$ cat config.mk
export PLATFORM = sky130hd
export DESIGN_NAME = msg_sink_flat
export DESIGN_NICKNAME = d
export VERILOG_FILES = /design/src/rtl/msg_sink_if.sv /design/src/rtl/msg_sink.sv /design/src/flat_wrapper.sv
export SDC_FILE = /design/constraint.sdc
export NUM_CORES = 1
export LEC_CHECK = 0
export CAP_MARGIN = 20
export CORE_MARGIN = 2
export CORE_UTILIZATION = 65
export DETAILED_ROUTE_END_ITERATION = 12
export PLACE_DENSITY = 0.85
export SLEW_MARGIN = 10
export SYNTH_ARGS = -nofsm -noshare
export SYNTH_HDL_FRONTEND = slang
export SYNTH_SLANG_ARGS = --single-unit
export TNS_END_PERCENT = 5
$ cat constraint.sdc
create_clock -name clk -period 38.6 [get_ports clk]
set_clock_uncertainty 0.15 [all_clocks]
set_input_delay 7.72 -clock clk [delete_from_list [all_inputs] [get_ports clk]]
set_output_delay 7.72 -clock clk [all_outputs]
set_load 0.005 [all_outputs]
$ cat src/rtl/msg_sink_if.sv
// Producer/reader handshake bundle for msg_sink: an input message channel
// (valid/ready + severity/code) and an output FIFO-head channel.
interface msg_sink_if #(
  parameter int CODE_W = 8,
  parameter int TS_W   = 32
);
  logic              in_valid;
  logic              in_ready;
  logic [1:0]        in_sev;
  logic [CODE_W-1:0] in_code;
  logic              out_valid;
  logic              out_ready;
  logic [1:0]        out_sev;
  logic [CODE_W-1:0] out_code;
  logic [TS_W-1:0]   out_ts;

  // Environment side: produces messages and consumes the FIFO head.
  modport master (
    output in_valid, in_sev, in_code, out_ready,
    input  in_ready, out_valid, out_sev, out_code, out_ts
  );

  // Sink side.
  modport slave (
    input  in_valid, in_sev, in_code, out_ready,
    output in_ready, out_valid, out_sev, out_code, out_ts
  );
endinterface

$ cat src/rtl/msg_sink.sv
// msg_sink: timestamps accepted messages into a FIFO, keeps saturating
// WARN/ERROR counts and raises a sticky terminate on FATAL (or ERROR when
// term_on_err is set). Handshake readiness comes from registered state only.
module msg_sink #(
  parameter int DEPTH  = 8,
  parameter int CODE_W = 8,
  parameter int TS_W   = 32,
  parameter int CNT_W  = 16
) (
  input  logic             clk,
  input  logic             reset,
  input  logic             term_on_err,
  input  logic             clr_cnt,
  msg_sink_if.slave        bus,
  output logic [CNT_W-1:0] err_cnt,
  output logic [CNT_W-1:0] warn_cnt,
  output logic             terminate
);
  localparam int PW = (DEPTH > 1) ? $clog2(DEPTH) : 1;
  localparam logic [PW:0]      FULL_CNT = (PW+1)'(DEPTH);
  localparam logic [CNT_W-1:0] CNT_MAX  = '1;
  localparam logic [1:0] SEV_WARN  = 2'd1;
  localparam logic [1:0] SEV_ERROR = 2'd2;
  localparam logic [1:0] SEV_FATAL = 2'd3;

  typedef struct packed {
    logic [1:0]        sev;
    logic [CODE_W-1:0] code;
    logic [TS_W-1:0]   ts;
  } entry_t;

  entry_t [DEPTH-1:0] mem_q, mem_d;
  logic [PW-1:0]      wr_ptr_q, wr_ptr_d, rd_ptr_q, rd_ptr_d;
  logic [PW:0]        cnt_q, cnt_d;
  logic [TS_W-1:0]    ts_q, ts_d;
  logic [CNT_W-1:0]   warn_q, warn_d, err_q, err_d;
  logic               term_q, term_d;

  logic   full, empty, push, pop;
  entry_t head;

  assign full  = (cnt_q == FULL_CNT);
  assign empty = (cnt_q == '0);
  assign bus.in_ready  = !full && !term_q;
  assign bus.out_valid = !empty;
  assign push  = bus.in_valid && bus.in_ready;
  assign pop   = bus.out_valid && bus.out_ready;

  // Head is forced to zero while empty so the outputs read 0 out of reset.
  assign head         = mem_q[rd_ptr_q];
  assign bus.out_sev  = empty ? '0 : head.sev;
  assign bus.out_code = empty ? '0 : head.code;
  assign bus.out_ts   = empty ? '0 : head.ts;

  assign err_cnt   = err_q;
  assign warn_cnt  = warn_q;
  assign terminate = term_q;

  // Next-state: FIFO push/pop, timestamp, counters and sticky terminate.
  always_comb begin
    mem_d    = mem_q;
    wr_ptr_d = wr_ptr_q;
    rd_ptr_d = rd_ptr_q;
    cnt_d    = cnt_q;
    ts_d     = ts_q + TS_W'(1);
    warn_d   = warn_q;
    err_d    = err_q;
    term_d   = term_q;

    if (push) begin
      mem_d[wr_ptr_q] = '{sev: bus.in_sev, code: bus.in_code, ts: ts_q};
      wr_ptr_d        = wr_ptr_q + PW'(1);
    end
    if (pop) rd_ptr_d = rd_ptr_q + PW'(1);
    if (push && !pop)      cnt_d = cnt_q + (PW+1)'(1);
    else if (pop && !push) cnt_d = cnt_q - (PW+1)'(1);

    // A clear in the same cycle as an increment wins.
    if (clr_cnt) begin
      warn_d = '0;
      err_d  = '0;
    end else if (push) begin
      if (bus.in_sev == SEV_WARN && warn_q != CNT_MAX)  warn_d = warn_q + CNT_W'(1);
      if (bus.in_sev == SEV_ERROR && err_q != CNT_MAX)  err_d  = err_q + CNT_W'(1);
    end

    if (push && (bus.in_sev == SEV_FATAL || (bus.in_sev == SEV_ERROR && term_on_err)))
      term_d = 1'b1;
  end

  // State registers; reset discards the FIFO contents immediately.
  always_ff @(posedge clk or posedge reset) begin
    if (reset) begin
      mem_q    <= '0;
      wr_ptr_q <= '0;
      rd_ptr_q <= '0;
      cnt_q    <= '0;
      ts_q     <= '0;
      warn_q   <= '0;
      err_q    <= '0;
      term_q   <= 1'b0;
    end else begin
      mem_q    <= mem_d;
      wr_ptr_q <= wr_ptr_d;
      rd_ptr_q <= rd_ptr_d;
      cnt_q    <= cnt_d;
      ts_q     <= ts_d;
      warn_q   <= warn_d;
      err_q    <= err_d;
      term_q   <= term_d;
    end
  end
endmodule

$ cat src/flat_wrapper.sv
// flat-port wrapper written by rule: the top's interface ports become plain ports
module msg_sink_flat 
#(
  parameter int DEPTH  = 8,
  parameter int CODE_W = 8,
  parameter int TS_W   = 32,
  parameter int CNT_W  = 16
)
  (clk, reset, term_on_err, clr_cnt, err_cnt, warn_cnt, terminate, bus_in_valid, bus_in_sev, bus_in_code, bus_out_ready, bus_in_ready, bus_out_valid, bus_out_sev, bus_out_code, bus_out_ts);
  msg_sink_if #(.CODE_W(CODE_W), .TS_W(TS_W)) bus_i ();
  input  logic clk;
  input  logic reset;
  input  logic term_on_err;
  input  logic clr_cnt;
  output logic [CNT_W-1:0] err_cnt;
  output logic [CNT_W-1:0] warn_cnt;
  output logic terminate;
  input wire logic [$bits(bus_i.in_valid)-1:0] bus_in_valid;
  input wire logic [$bits(bus_i.in_sev)-1:0] bus_in_sev;
  input wire logic [$bits(bus_i.in_code)-1:0] bus_in_code;
  input wire logic [$bits(bus_i.out_ready)-1:0] bus_out_ready;
  output wire logic [$bits(bus_i.in_ready)-1:0] bus_in_ready;
  output wire logic [$bits(bus_i.out_valid)-1:0] bus_out_valid;
  output wire logic [$bits(bus_i.out_sev)-1:0] bus_out_sev;
  output wire logic [$bits(bus_i.out_code)-1:0] bus_out_code;
  output wire logic [$bits(bus_i.out_ts)-1:0] bus_out_ts;
  assign bus_i.in_valid = bus_in_valid;
  assign bus_i.in_sev = bus_in_sev;
  assign bus_i.in_code = bus_in_code;
  assign bus_i.out_ready = bus_out_ready;
  assign bus_in_ready = bus_i.in_ready;
  assign bus_out_valid = bus_i.out_valid;
  assign bus_out_sev = bus_i.out_sev;
  assign bus_out_code = bus_i.out_code;
  assign bus_out_ts = bus_i.out_ts;
  msg_sink #(.DEPTH(DEPTH), .CODE_W(CODE_W), .TS_W(TS_W), .CNT_W(CNT_W)) u_core (.clk(clk), .reset(reset), .term_on_err(term_on_err), .clr_cnt(clr_cnt), .bus(bus_i), .err_cnt(err_cnt), .warn_cnt(warn_cnt), .terminate(terminate));
endmodule
Yosys cells after proc, flatten, opt, wreduce, memory -nomap -nowiden:

Cells that the tools add are included.

* $add $sub $neg: 7
* $lt $le $gt $ge: 3
* equal/unequal tests: 6
* mux-type cells: 16
* reduce and logical (&&, ||, !) cells: 23

Operator list (number)
* $bwmux W336: 1
* $bmux W42 S3: 1
* $demux W42 S3: 1
* $mux W16: 6
* $mux W42: 2
* $add A16 B1 Y16 const B: 2
* $add A32 B1 Y32 const B: 1
* $mux W32: 1
* $ne A16 B16 Y1 const B: 2
* $logic_and A1 B1 Y1: 10
* $lt A3 B4 Y1 const B: 2
* $mux W4: 2
* $mux W8: 1
* $reduce_bool A2 Y1: 4
* $add A3 B1 Y3 const B: 2
* $logic_not A1 Y1: 5
* $add A4 B1 Y4 const B: 1
* $eq A2 B2 Y1 const B: 2
* $eq A4 B4 Y1 const B: 1
* $logic_not A4 Y1: 1
* $reduce_and A2 Y1: 2
* $sub A4 B1 Y4 const B: 1
* $ge A3 B1 Y1 const B: 1
* $eq A2 B1 Y1 const B: 1
* 2 further kinds: 2

* bits in registers: 411
* bits of input ports: 16
* output and inout port bits: 77
* word-level logic and storage cells: 86

Longest topological paths before layout:

* word-level depth: 8
* gate-level depth with buffers: 10
* depth with buffers taken out: 10

Worst setup path before layout:

No wires, ideal clock.

* path type: register to output
* from: register u_core.rd_ptr_q[0]
* to: output bus_out_code[1]
* arrival time: 1715 ps
* required time: 30730 ps
* path slack: 29015 ps
* stages on the path, launching flop included: 7
* path buffers: 3
* cell sequence: dfrtp_1 > clkbuf_1 > buf_2 > buf_2 > mux4_2 > mux2i_1 > nor2_1

* cells in the longest elaborated chain, start to end: 3

Ends and longest elaborated chain
* start, declared: RTL line msg_sink.sv:33 `logic [PW-1:0] wr_ptr_q, wr_ptr_d, rd_ptr_q, rd_ptr_d;`
* start signal, assigned: RTL line msg_sink.sv:105 `rd_ptr_q <= rd_ptr_d;`
* $bmux W42 S3: RTL line msg_sink.sv:50 `assign head = mem_q[rd_ptr_q];`
* $mux W42 (not written as such): RTL line msg_sink.sv:50
* $mux W8: RTL line msg_sink.sv:52 `assign bus.out_code = empty ? '0 : head.code;`
* end, declared: RTL line flat_wrapper.sv:25 `output wire logic [$bits(bus_i.out_code)-1:0] bus_out_code;`

No other way between the ends. The select of a mux whose other input is x is not followed.

Final worst setup path:

* from: register u_core.rd_ptr_q[0]
* to: output bus_out_sev[0]

* cells in the longest elaborated chain, start to end: 3

Ends and longest elaborated chain
* $bmux W42 S3: RTL line msg_sink.sv:50
* $mux W42 (not written as such): RTL line msg_sink.sv:50
* $mux W2: RTL line msg_sink.sv:51 `assign bus.out_sev = empty ? '0 : head.sev;`
* end, declared: RTL line flat_wrapper.sv:24 `output wire logic [$bits(bus_i.out_sev)-1:0] bus_out_sev;`

No other way between the ends. The select of a mux whose other input is x is not followed.

==> out/metrics.cfg <==
[drt]
vias=11387
wl_um=40700
wl_met1_um=17700
met2_length_um=20400
drt_iter0_drc=918
firstDrtPassIters=5
vias_per_cell=6.43
post_drt_wl_per_cell_um=23.0
ant_nets=0
drcViolationCount=0
met3_length_um=1720
topRoutingLayerUsed=met4

[logic_synthesis]
async_flop_share_pct=100
synthesis.area_um2=19100
yosys_warnings=0
synth_ff_type=dfrtp_1
netlist_instances=1308
synth_cell_types=52
synth_top_area_share_pct=53.9
synth_top_cell_by_area=dfrtp_1
synth_area_leaders=dfrtp_1 54%, mux2_2 16%, mux4_2 9.9%, mux2_1 4.7%, mux2i_1 2.4%
synth_edf_count=0
syn_area_per_cell_um2=14.6
synth-seq-cells=411
yosysSeqAreaShare_pct=53.9
synthesis.nets=1333

[place]
hpwlAfterDp_um=22700
gp_congestion=0.824
io_buffers=92
placed_area_um2=20200

[setup_path]
criticalPathCategory=reg -> out
r2r_cells=5
critPathCapture=bus_out_sev[0]
crit_fanout=35
critPathRequiredTime_ns=30.73
r2r_end=u_core.mem_q[174]
start_kind=flip-flop
reg2reg_from=u_core.cnt_q[0]
setup.worst_path.end_class=output port
startpoint=u_core.rd_ptr_q[0]
cp.arrival_ns=3.72
reg2reg_slack_ns=34.94

[timing]
worst_hold_slack_ns=0.329
fmax_ghz=0.0863
rsz0062_at_grt=no
final_hold_viol_count=0
finalSetupViolCount=0
slew_headroom_pct=26.7
setup_tns_ns=0
final.period_utilization_pct=30.0
drv_slew=0
fin_crit_ns=11.59
worst_pin_slew_ns=1.09

[grt]
grt_antenna_before_repair=0
grt.overflow.total=0
grt_pass1_wl_um=67100
grt_max_degree=139
grt.total_usage_pct=27.8
grt_pass1_vias=12011

[flow_run]
maxCapViolations=0

[power_and_ir_drop]
peakVddDrop_v=0.0000457
p_leak_uw=0.0102
p_per_area_nw_per_um2=59.4
power_uw=1280

[floorplan]
start_util_pct=66.3
row_count=62
core_area_um2=28800
die_area_um2=30700
die_width_um=175
boundaryPins=93
die_h_um=175

[layout]
fin_nets=1380
layout_common_cells=408 x dfrtp_1, 264 x mux2_2, 92 x clkdlybuf4s50_1
antennaDiodeCount=0
design_area_um2=21600
synthToLayoutAreaGrowth_pct=13.4
n_fill_cell=1707
drive_gt1_share_pct=33.4
final_common_cell=dfrtp_1

[cts]
clk_path_buf_depth=3
clock_latency_ns=0.54
cts_inserted_buffers=42
tritoncts=done
cts_sinks=411
cts_root_buf=clkbuf_16
htreeDepth=2
ctsResizeCount=0
cts_hold_buf=0
postCtsSetupBuffers=0
clkTransAtPathRegs_ns=0.06

[min_path]
hp-class=reg -> reg

[run_status]
run_status=finished clean

==> layout make-up <==
class,instances,area [um2],area share [%]
multi-input combinational,775,8280,38.3
tap,384,480,2.22
timing repair buffer,114,1110,5.11
clock buffer,59,1230,5.67
inverter,11,48.8,0.226
sequential,411,10300,47.6
clock inverter,18,204,0.943
==> flip-flops by register name (all words and copies together) (netlist names) <==
signal and count:
u_core.warn_cnt 16, u_core.rd_ptr_q 3, u_core.mem_q 336, u_core.cnt_q 4, u_core.err_cnt 16, u_core.wr_ptr_q 3
u_core.terminate 1, u_core.ts_q 32
==> routing by layer <==
metal,global-route usage (%),vias up
met5,0,-
met4,7.85,0
met3,3.29,69
met2,46.2,303
met1,39.6,6070
li1,-,4945
==> worst min path at each step <==
stage                        endpoint              start  cells past startpoint
finish              u_core.mem_q[125]  u_core.mem_q[125]                      1
global route        u_core.mem_q[109]  u_core.mem_q[109]                      1
CTS                 u_core.mem_q[115]  u_core.mem_q[115]                      1
detailed placement   u_core.mem_q[96]   u_core.mem_q[96]                      1
global placement     u_core.mem_q[92]   u_core.mem_q[92]                      1
floorplan           u_core.mem_q[101]  u_core.mem_q[101]                      1
==> metrics by stage <==
step | utilization, % | setup slack (ns) | cells
finish | 75.2 | 27.01 | 1772
global route | 75.2 | 26.76 | 1772
CTS | 75.1 | 26.75 | 1771
detailed placement | 70.1 | 27.36 | 1694
global placement | 70.1 | 27.39 | 1694
floorplan | - | 19.29 | 1308
==> critical path, stage by stage (launching register included) <==
cell and delay [ns]:
dfrtp_4 0.90, buf_4 0.59, buf_16 0.29, mux4_2 0.57
mux2i_1 0.19, nor2_1 0.10, clkdlybuf4s50_1 0.47
==> logic make-up after synthesis <==
family / share of synthesized area, %
simple gates: 6.35
compound gates: 1.79
flops: 53.9
xor+xnor: 1.70
buf+inv: 3.06
fa+ha+maj: 0.630
mux: 32.6
==> cells in the mapped netlist (all sizes together) (4+ instances only) <==
cell type	number
ha	8
and3	7
nor2b	4
or3	5
xor2	7
nand4	20
a21oi	24
mux2	343
mux2i	46
nor2	60
nand2	25
nand3	23
mux4	84
buf	60
nor4	6
inv	11
or4	18
o31ai	18
dfrtp	411
xnor2	30
clkbuf	51
and4	10
o21ai	4
==> where the power goes <==
part	internal [uW]	switching (uW)
Clock	249	166
Combinational	179	129
Sequential	495	65.2
Total	924	361
No activity file was read; power rests on OpenSTA's default activity.
